===== config.mk =====
export PLATFORM = sky130hd
export DESIGN_NAME = sigmoid_scheduler
export DESIGN_NICKNAME = d
export VERILOG_FILES = /design/src/rtl/rbm_pkg.sv /design/src/rtl/sigmoid.sv /design/src/rtl/sigmoid_scheduler.sv
export SDC_FILE = /design/constraint.sdc
export NUM_CORES = 1
export LEC_CHECK = 0
export CAP_MARGIN = 20
export CORE_ASPECT_RATIO = 0.7
export CORE_MARGIN = 1.5
export CORE_UTILIZATION = 45
export DETAILED_ROUTE_END_ITERATION = 8
export GPL_TIMING_DRIVEN = 0
export PLACE_DENSITY = 0.78
export SLEW_MARGIN = 30
export SYNTH_ARGS = -nofsm -noshare
export SYNTH_HDL_FRONTEND = slang
export SYNTH_HIERARCHICAL = 1
export SYNTH_SLANG_ARGS = --single-unit

===== constraint.sdc =====
create_clock -name clk -period 3.7 [get_ports clk]
set_clock_uncertainty 0.2 [all_clocks]
set_input_delay 0.74 -clock clk [delete_from_list [all_inputs] [get_ports clk]]
set_output_delay 0.74 -clock clk [all_outputs]
set_load 0.005 [all_outputs]

===== src/rtl/rbm_pkg.sv =====
// ============================================================================
// Module      : rbm_pkg
// Description : Shared widths, sigmoid constants and round-robin helper for
//               the RBM activation datapath.
// Revision    : 1.0 - initial release
// ============================================================================
`default_nettype none

package rbm_pkg;

  localparam int RBM_INPUT_W   = 16;
  localparam int RBM_SIGMOID_W = 8;
  localparam int RBM_FRAC_BITS = 8;
  localparam int RR_MAX_REQ    = 16;

  localparam logic [7:0] SIG_MAX     = 8'hFF;
  localparam logic [7:0] SIG_HALF    = 8'h80;
  localparam logic [7:0] SIG_OFS_MID = 8'hA0;  // 0.625
  localparam logic [7:0] SIG_OFS_HI  = 8'hD8;  // 0.84375

  // Returns {found, index}; search starts just after 'last' and wraps at n_req.
  function automatic logic [4:0] rr_next(input logic [RR_MAX_REQ-1:0] valid,
                                         input logic [3:0]            last,
                                         input int                    n_req);
    logic [4:0] result;
    int         idx;
    result = '0;
    for (int k = 1; k <= RR_MAX_REQ; k++) begin
      idx = (int'(last) + k) % n_req;
      if (k <= n_req && !result[4] && valid[idx]) begin
        result = {1'b1, 4'(idx)};
      end
    end
    return result;
  endfunction

endpackage

`default_nettype wire


===== src/rtl/sigmoid.sv =====
// ============================================================================
// Module      : sigmoid
// Description : Piecewise-linear sigmoid, signed 8-fraction-bit input to an
//               unsigned probability where 0xFF ~ 1.0.
// Revision    : 1.0 - initial release
// ============================================================================
`default_nettype none

module sigmoid
  import rbm_pkg::*;
#(
  parameter int INPUT_BITLENGTH   = RBM_INPUT_W,
  parameter int SIGMOID_BITLENGTH = RBM_SIGMOID_W
) (
  input  logic [INPUT_BITLENGTH-1:0]   i_x,
  output logic [SIGMOID_BITLENGTH-1:0] o_y
);

  localparam logic [INPUT_BITLENGTH-1:0] c_bp_sat = INPUT_BITLENGTH'(5 << RBM_FRAC_BITS);
  localparam logic [INPUT_BITLENGTH-1:0] c_bp_hi  = INPUT_BITLENGTH'(19 << (RBM_FRAC_BITS - 3));
  localparam logic [INPUT_BITLENGTH-1:0] c_bp_lo  = INPUT_BITLENGTH'(1 << RBM_FRAC_BITS);

  logic                       w_neg;
  logic [INPUT_BITLENGTH-1:0] w_mag;
  logic [9:0]                 w_pos;
  logic [7:0]                 w_pos_sat;
  logic [7:0]                 w_y;

  assign w_neg = i_x[INPUT_BITLENGTH-1];
  assign w_mag = w_neg ? -i_x : i_x;

  // Output scale equals the input fraction scale, so slopes 2^-n are plain shifts.
  always_comb begin
    w_pos = '0;
    if (w_mag > c_bp_sat) begin
      w_pos = {2'b00, SIG_MAX};
    end else if (w_mag > c_bp_hi) begin
      w_pos = 10'(w_mag >> 5) + {2'b00, SIG_OFS_HI};
    end else if (w_mag > c_bp_lo) begin
      w_pos = 10'(w_mag >> 3) + {2'b00, SIG_OFS_MID};
    end else begin
      w_pos = 10'(w_mag >> 2) + {2'b00, SIG_HALF};
    end
  end

  assign w_pos_sat = (w_pos > {2'b00, SIG_MAX}) ? SIG_MAX : w_pos[7:0];
  assign w_y       = w_neg ? (SIG_MAX - w_pos_sat) : w_pos_sat;
  assign o_y       = SIGMOID_BITLENGTH'(w_y);

endmodule

`default_nettype wire


===== src/rtl/sigmoid_scheduler.sv =====
// ============================================================================
// Module      : sigmoid_scheduler
// Description : Round-robin sharing of one sigmoid unit among N_REQ
//               requesters; two-stage pipeline with output backpressure.
// Revision    : 1.0 - initial release
// ============================================================================
`default_nettype none

module sigmoid_scheduler
  import rbm_pkg::*;
#(
  parameter int N_REQ             = 4,
  parameter int INPUT_BITLENGTH   = RBM_INPUT_W,
  parameter int SIGMOID_BITLENGTH = RBM_SIGMOID_W,
  parameter int ID_W              = $clog2(N_REQ)
) (
  input  logic                               clk,
  input  logic                               rst_n,
  input  logic [N_REQ-1:0]                   req_valid,
  input  logic [N_REQ*INPUT_BITLENGTH-1:0]   req_sum,
  output logic [N_REQ-1:0]                   req_ready,
  output logic                               out_valid,
  input  logic                               out_ready,
  output logic [SIGMOID_BITLENGTH-1:0]       out_data,
  output logic [ID_W-1:0]                    out_id
);

  logic [INPUT_BITLENGTH-1:0]   w_sums [N_REQ];
  logic                         w_adv_a;
  logic                         w_adv_b;
  logic                         w_grant;
  logic [4:0]                   w_rr;
  logic [ID_W-1:0]              w_gnt_idx;
  logic [SIGMOID_BITLENGTH-1:0] w_sig;

  logic                         r_a_valid;
  logic [INPUT_BITLENGTH-1:0]   r_a_sum;
  logic [ID_W-1:0]              r_a_id;
  logic [ID_W-1:0]              r_last;
  logic                         r_out_valid;
  logic [SIGMOID_BITLENGTH-1:0] r_out_data;
  logic [ID_W-1:0]              r_out_id;

  for (genvar g = 0; g < N_REQ; g++) begin : g_unpack
    assign w_sums[g] = req_sum[g*INPUT_BITLENGTH +: INPUT_BITLENGTH];
  end

  assign w_adv_b   = !r_out_valid || out_ready;
  assign w_adv_a   = !r_a_valid || w_adv_b;
  assign w_rr      = rr_next(RR_MAX_REQ'(req_valid), 4'(r_last), N_REQ);
  // Gating with rst_n keeps requesters from seeing a grant that reset will discard.
  assign w_grant   = rst_n && w_adv_a && w_rr[4];
  assign w_gnt_idx = ID_W'(w_rr[3:0]);
  assign req_ready = w_grant ? (N_REQ'(1) << w_gnt_idx) : '0;

  sigmoid #(
    .INPUT_BITLENGTH   (INPUT_BITLENGTH),
    .SIGMOID_BITLENGTH (SIGMOID_BITLENGTH)
  ) u_sigmoid (
    .i_x (r_a_sum),
    .o_y (w_sig)
  );

  always_ff @(posedge clk) begin
    if (!rst_n) begin
      r_a_valid   <= 1'b0;
      r_a_sum     <= '0;
      r_a_id      <= '0;
      r_last      <= ID_W'(N_REQ - 1);
      r_out_valid <= 1'b0;
      r_out_data  <= '0;
      r_out_id    <= '0;
    end else begin
      if (w_adv_b) begin
        r_out_valid <= r_a_valid;
        r_out_data  <= w_sig;
        r_out_id    <= r_a_id;
      end
      if (w_adv_a) begin
        r_a_valid <= w_grant;
      end
      if (w_grant) begin
        r_a_sum <= w_sums[w_gnt_idx];
        r_a_id  <= w_gnt_idx;
        r_last  <= w_gnt_idx;
      end
    end
  end

  assign out_valid = r_out_valid;
  assign out_data  = r_out_data;
  assign out_id    = r_out_id;

endmodule

`default_nettype wire


# --- After elaboration in Yosys (flattened, before gate mapping) ---
# Index checks and enable logic that the tools add are counted.
classes:
  shift: 1
  n_lt_le_gt_ge: 9
  reduce_logical: 16
  addsub: 9
  bitwise: 5
  muxes: 26
op_table:
  columns: ["op", "n"]
  rows:
  - ["$mux 16", 3]
  - ["$bmux 16 s2", 1]
  - ["$add 10x8->10 const B", 3]
  - ["$mux 10", 3]
  - ["$lt 3x6->1 const B", 4]
  - ["$mux 5", 4]
  - ["$gt 16x10->1 const B", 1]
  - ["$gt 16x11->1 const B", 1]
  - ["$gt 16x9->1 const B", 1]
  - ["$mux 8", 2]
  - ["$neg 16->16", 1]
  - ["$bmux 1 s3", 4]
  - ["$gt 10x8->1 const B", 1]
  - ["$mux 1", 8]
  - ["$reduce_or 2->1", 4]
  - ["$sub 8x8->8 const A", 1]
  - ["$logic_and 1x1->1", 5]
  - ["$logic_not 1->1", 5]
  - ["$add 2x1->2 const B", 2]
  - ["$add 2x2->2 const B", 2]
  - ["$and 1x1->1 const A", 4]
  - ["$mux 4", 1]
  - ["$shl 1x2->4 const A", 1]
  - ["$ge 3x3->1 const B", 1]
  - ["2 further kinds", 3]
word_totals:
  register_bits: 32
  wordCells: 73
  in_bits: 71
  out_inout_bits: 15

# --- Longest topological paths before layout ---
logic_depth:
  ltp_word: 20
  mapped_depth: 18
  mapped_depth_nobuf: 17

# --- Modules after synthesis ---
# Netlist, hierarchy kept.
modules_own_cells:
  columns: ["mod", "n_inst", "area_per_inst_um2", "seq_area_each_um2", "cells_per_inst"]
  rows:
  - ["sigmoid_scheduler", 1, 1994.4, 640.6, 227]
  - ["sigmoid", 1, 1281.2, 0.0, 169]

# --- Worst setup path before layout ---
# No wires, ideal clock.
synth_timing:
  path_type: "register to register"
  start: "register r_a_sum[0]"
  end: "register r_out_data[1], in the netlist out_data[1]"
  required_time_ps: 3424
  stages_incl_launch_ff: 17
  arrival_time_ps: 3716
  period_less_slack_ps: 3992
  path_buffers: 0
  setup_ps: 76
  slack_ps: -292
  cell_sequence: "dfxtp_1 > inv_1 > ha_1 > or4b_4 > nor3_1 > nand2b_2 > xor2_4 > ha_1 > inv_1 > or3_1 > o32a_1 > nor2_4 > mux2i_4 > o2111ai_1 > xnor2_1 > nand2_1 > a21boi_0"
synth_between:
  elab_chain_cells: 10
  word_cells_on_any_way: 15
  cone_classes: "add/sub (5); order compare (4); mux (6)"
synth_rtl:
  columns: ["item", "line_no", "text"]
  rows:
  - ["start, declared", "sigmoid_scheduler.sv:37", "logic [INPUT_BITLENGTH-1:0] r_a_sum;"]
  - ["start signal, assigned", "sigmoid_scheduler.sv:83", "r_a_sum <= w_sums[w_gnt_idx];"]
  - ["$neg 16->16", "sigmoid.sv:30", "assign w_mag = w_neg ? -i_x : i_x;"]
  - ["$mux 16 (*)", "sigmoid.sv:30", null]
  - ["$gt 16x9->1, or another cell as far along", "sigmoid.sv:39", "end else if (w_mag > c_bp_lo) begin"]
  - ["$mux 10", "sigmoid.sv:39", null]
  - ["$mux 10", "sigmoid.sv:37", "end else if (w_mag > c_bp_hi) begin"]
  - ["$mux 10 (*)", "sigmoid.sv:35", "if (w_mag > c_bp_sat) begin"]
  - ["$gt 10x8->1", "sigmoid.sv:46", "assign w_pos_sat = (w_pos > {2'b00, SIG_MAX}) ? SIG_MAX : w_pos[7:0];"]
  - ["$mux 8 (*)", "sigmoid.sv:46", null]
  - ["$sub 8x8->8", "sigmoid.sv:47", "assign w_y = w_neg ? (SIG_MAX - w_pos_sat) : w_pos_sat;"]
  - ["$mux 8 (*)", "sigmoid.sv:47", null]
  - ["net w_sig[1]", "sigmoid_scheduler.sv:34", "logic [SIGMOID_BITLENGTH-1:0] w_sig;"]
  - ["end signal, assigned", "sigmoid_scheduler.sv:76", "r_out_data <= w_sig;"]
  - ["end, declared", "sigmoid_scheduler.sv:41", "logic [SIGMOID_BITLENGTH-1:0] r_out_data;"]
# Mark *: on every way through the listed nets, which the timed path passes. The rest lies on a longest branch.
# A chain may end at the register's enable or synchronous reset.

# --- Worst setup path after layout ---
# Ends and elaborated chain as after synthesis.

==> results_tabular.tex <==
\begin{tabular}{lr}
\hline
Metric & Value \\
\hline
\multicolumn{2}{l}{\textbf{Clock tree}} \\
\quad TritonCTS clock tree & done \\
\quad Clock root buffer & sky130\_fd\_sc\_hd\_\_clkbuf\_8 \\
\quad Clock tree buffer depth & 2 \\
\quad Number of sinks handled by clock tree synthesis & 32 \\
\quad Number of buffers created by CTS & 5 \\
\quad Hold\_buf cts & 0 \\
\quad Clock slew at reported path FFs & around 0.08 ns \\
\quad Clock latency on the worst-skew pair & roughly 0.29 ns \\
\quad H-tree levels & 2 \\
\multicolumn{2}{l}{\textbf{Synth}} \\
\quad Distinct cell type count after synthesis & 73 \\
\quad Post-Syn Instances & 396 \\
\quad Post-synth top area share & 19.6\% \\
\quad Number of flops mapped to enable cells by yosys & 0 \\
\quad Most used flip-flop cell after synthesis & sky130\_fd\_sc\_hd\_\_dfxtp\_1 \\
\quad Synthesis-stage register bit count & 32 \\
\quad Cell types occupying the most area after synthesis & sky130\_fd\_sc\_hd\_\_dfxtp\_1 20\%, sky130\_fd\_sc\_hd\_\_mux2i\_1 11\%, sky130\_fd\_sc\_hd\_\_nand2\_1 5.4\% \\
\quad Post-synthesis async set-or-reset flop share & 0\% \\
\quad Mean instance size in the synthesized netlist & approximately 8.3 µm² \\
\quad Post-synthesis instance area & $\sim$3300 µm² \\
\quad Post-Synthesis Net Count & 472 \\
\quad Yosys warning count & 6 \\
\quad Sequential element share of the synthesized area & 19.6\% \\
\quad Biggest area consumer among synthesized cells & sky130\_fd\_sc\_hd\_\_dfxtp\_1 \\
\multicolumn{2}{l}{\textbf{Worst setup path}} \\
\quad Setup Crit Path Kind & reg -> reg \\
\quad Startpoint class of the critical path & flip-flop \\
\quad Crit path max fanout & 8 \\
\quad Endpoint type of the worst setup path & flip-flop \\
\quad Required @ worst endpoint & 3.72 ns \\
\quad Arrival time worst endpoint & about 3.9 ns \\
\multicolumn{2}{l}{\textbf{Power}} \\
\quad Total power per unit cell area & 470 nW/µm² \\
\quad LEAKAGE & 1.93 nW \\
\quad Max VDD drop & 0.265 mV \\
\multicolumn{2}{l}{\textbf{Drt}} \\
\quad Number of vias per cell after detailed routing & a little under 6 \\
\quad Via count of the routed design & 3,612 \\
\quad Count of TritonRoute iterations in the first routing pass & 6 \\
\quad Number of remaining DRC errors & 0 \\
\quad Per-cell routed wire length & 17.4 µm \\
\quad Remaining antenna violation count & 0 \\
\quad DR iter-0 viols & 234 \\
\quad Total wirelength of the detailed-routed design & 10,800 µm \\
\multicolumn{2}{l}{\textbf{Finish}} \\
\quad \# nets final & between 500 and 600 \\
\quad Share of the core filled with cells & between 70 and 80\% \\
\quad Synth-to-layout area growth & 51.4\% \\
\quad Antenna Cells & 0 \\
\quad Layout cell share with drive strength beyond 1 & 27.5\% \\
\multicolumn{2}{l}{\textbf{Run status}} \\
\quad Violations in the final reports & negative setup slack \\
\quad Result of the run & complete, but fails checks \\
\multicolumn{2}{l}{\textbf{Min path}} \\
\quad Hold WC Path Type & reg -> reg \\
\multicolumn{2}{l}{\textbf{Placement}} \\
\quad Detailed placer's ending HPWL & $\sim$7300 µm \\
\quad Port bufs & 84 \\
\quad Placer's final routability congestion estimate & 0.938 \\
\quad DP Worst Slack & -0.556 ns \\
\multicolumn{2}{l}{\textbf{Floorplanning}} \\
\quad Initial Utilization & 47.6\% \\
\quad Die width & 105 µm \\
\quad Core Box Area & around 6900 µm² \\
\quad Die H & about 74 µm \\
\quad Die area & approximately 7800 µm² \\
\quad Cell Rows & 25 \\
\quad Top-Level Pins & 86 \\
\multicolumn{2}{l}{\textbf{Timing}} \\
\quad Maximum clock frequency & 257 MHz \\
\quad Period minus WS final & 3.89 ns \\
\quad Worst Slack Setup Final & -0.187 ns \\
\quad Final setup vio count & 8 \\
\quad Worst-Margin Slew & 0.775 ns \\
\quad RSZ-0062 raised after global routing & true \\
\quad Total count of max-transition violations in the final report & 0 \\
\quad Max-slew headroom & 48.3\% \\
\quad Total negative slack for setup checks & -1.15 ns \\
\quad Final cycle utilization of the critical path & 105\% \\
\quad Final Hold Viols & 0 \\
\multicolumn{2}{l}{\textbf{Global route}} \\
\quad Total congestion overflow & 0 \\
\quad Vias in the first global route & roughly 3,500 \\
\quad Wire length of the first global-routing pass & 17,100 µm \\
\quad Maximum number of pins on one net before global-route repair & 12 \\
\quad All-Layer GR Usage & 27.2\% \\
\quad Antenna violations before repair & 0 \\
\multicolumn{2}{l}{\textbf{Flow run}} \\
\quad Number of max-cap violations & 0 \\
\hline
\end{tabular}
## layout make-up
type                            instances  area [µm²]
Buffer                                 23         204
Clock buffer                            5        68.8
Clock inverter                          3        42.5
Fill cell                             530        1920
Inverter                               27         104
Multi-Input combinational cell        312        2600
Sequential cell                        32         656
Tap cell                               94         118
Timing Repair Buffer                  122        1170
## power breakdown
part / total (mW) / leakage (nW) / internal (mW) / switching (mW)
Sequential: 0.476 / 0.269 / 0.403 / 0.0726
Combinational: 1.52 / 1.61 / 0.745 / 0.772
Clock: 0.339 / 0.0541 / 0.199 / 0.140
## per-layer routing
metal / global-route usage (%) / wire length [µm] / vias up
met3: 5.00 / 705 / 23
met5: 0 / 0 / -
met1: 36.4 / 4950 / 1725
met4: 4.87 / 133 / 0
li1: - / - / 1702
met2: 47.1 / 4980 / 162
## timing repair
action,4_1_cts,5_1_grt
pin swaps,30,25
endpoints found under the setup margin,12,10
resized for setup,49,27
cloned,1,0
setup buffers,24,14
hold endpoints to repair,0,0
## final timing paths
path | start | to | slack (ns) | cells after the start
max | r_a_sum[0] | out_data[1] | -0.19 | 14
min | out_data[5] | out_data[5] | 0.26 | 2
max reg2reg | r_a_sum[0] | out_data[1] | -0.19 | 14
min reg2reg | out_data[5] | out_data[5] | 0.26 | 2
## per-stage QoR
step / total power, mW / hold slack, ns / cells / instance area, µm²
3_3_place_gp: 1.55 / 0.255 / 574 / 4280
2_1_floorplan: 1.27 / 0.240 / 396 / 3320
5_1_grt: 2.46 / 0.298 / 618 / 4960
4_1_cts: 2.16 / 0.273 / 606 / 4750
6_report: 2.33 / 0.263 / 618 / 4960
3_5_place_dp: 1.57 / 0.263 / 574 / 4280
## cells by family after synthesis
group,synth area share (%)
buffers and inverters,8.86
AND/OR/NAND/NOR,26.5
XOR/XNOR,6.15
adder cells (fa/ha/maj),1.91
multiplexers,12.0
flip-flops,19.6
AO/OA/AOI/OAI,25.1
## layout by cell type, fill, tap and decap left out, drive strengths merged, types with 5 or more instances in the layout
cell           instances
mux2i                 38
nor3                  19
inv                   27
ha                     5
nand2                 47
a21oi                  6
or4                    5
nor2                  18
nor2b                  9
buf                   53
o2111ai                5
nor3b                 19
clkdlybuf4s50         81
a21boi                15
or3                    6
o211ai                24
clkbuf                12
xor2                  10
dfxtp                 32
xnor2                 10
nand3                  7
a211oi                 6
o21ai                  9
## Yosys cell counts (9+ instances only)
cell type and number:
sky130_fd_sc_hd__nor3b_1 9, sky130_fd_sc_hd__o211ai_1 23, sky130_fd_sc_hd__mux2i_1 37, sky130_fd_sc_hd__nor2b_1 9, sky130_fd_sc_hd__xnor2_1 10, sky130_fd_sc_hd__nor3_1 18
sky130_fd_sc_hd__a21boi_0 15, sky130_fd_sc_hd__inv_1 26, sky130_fd_sc_hd__nand2_1 47, sky130_fd_sc_hd__dfxtp_1 32, sky130_fd_sc_hd__nor3b_2 10, sky130_fd_sc_hd__nor2_1 17
## state kept, by name (all words and copies together) (netlist names)
register and cells:
r_a_sum 16, out_data 8, out_valid 1, r_a_valid 1, r_a_id 2, r_last 2, out_id 2
## critical path, stage by stage (launching register included)
cell                        delay (ns)
sky130_fd_sc_hd__dfxtp_4          0.37
sky130_fd_sc_hd__inv_4            0.06
sky130_fd_sc_hd__ha_4             0.15
sky130_fd_sc_hd__or4b_4           0.52
sky130_fd_sc_hd__or4_4            0.58
sky130_fd_sc_hd__nor3_4           0.25
sky130_fd_sc_hd__o2111ai_4        0.21
sky130_fd_sc_hd__a211o_4          0.37
sky130_fd_sc_hd__a41o_1           0.24
sky130_fd_sc_hd__mux2i_4          0.17
sky130_fd_sc_hd__buf_12           0.15
sky130_fd_sc_hd__o2111ai_2        0.12
sky130_fd_sc_hd__xnor2_1          0.20
sky130_fd_sc_hd__nand2_1          0.08
sky130_fd_sc_hd__a21boi_1         0.14
No activity file was read; power rests on OpenSTA's default activity.
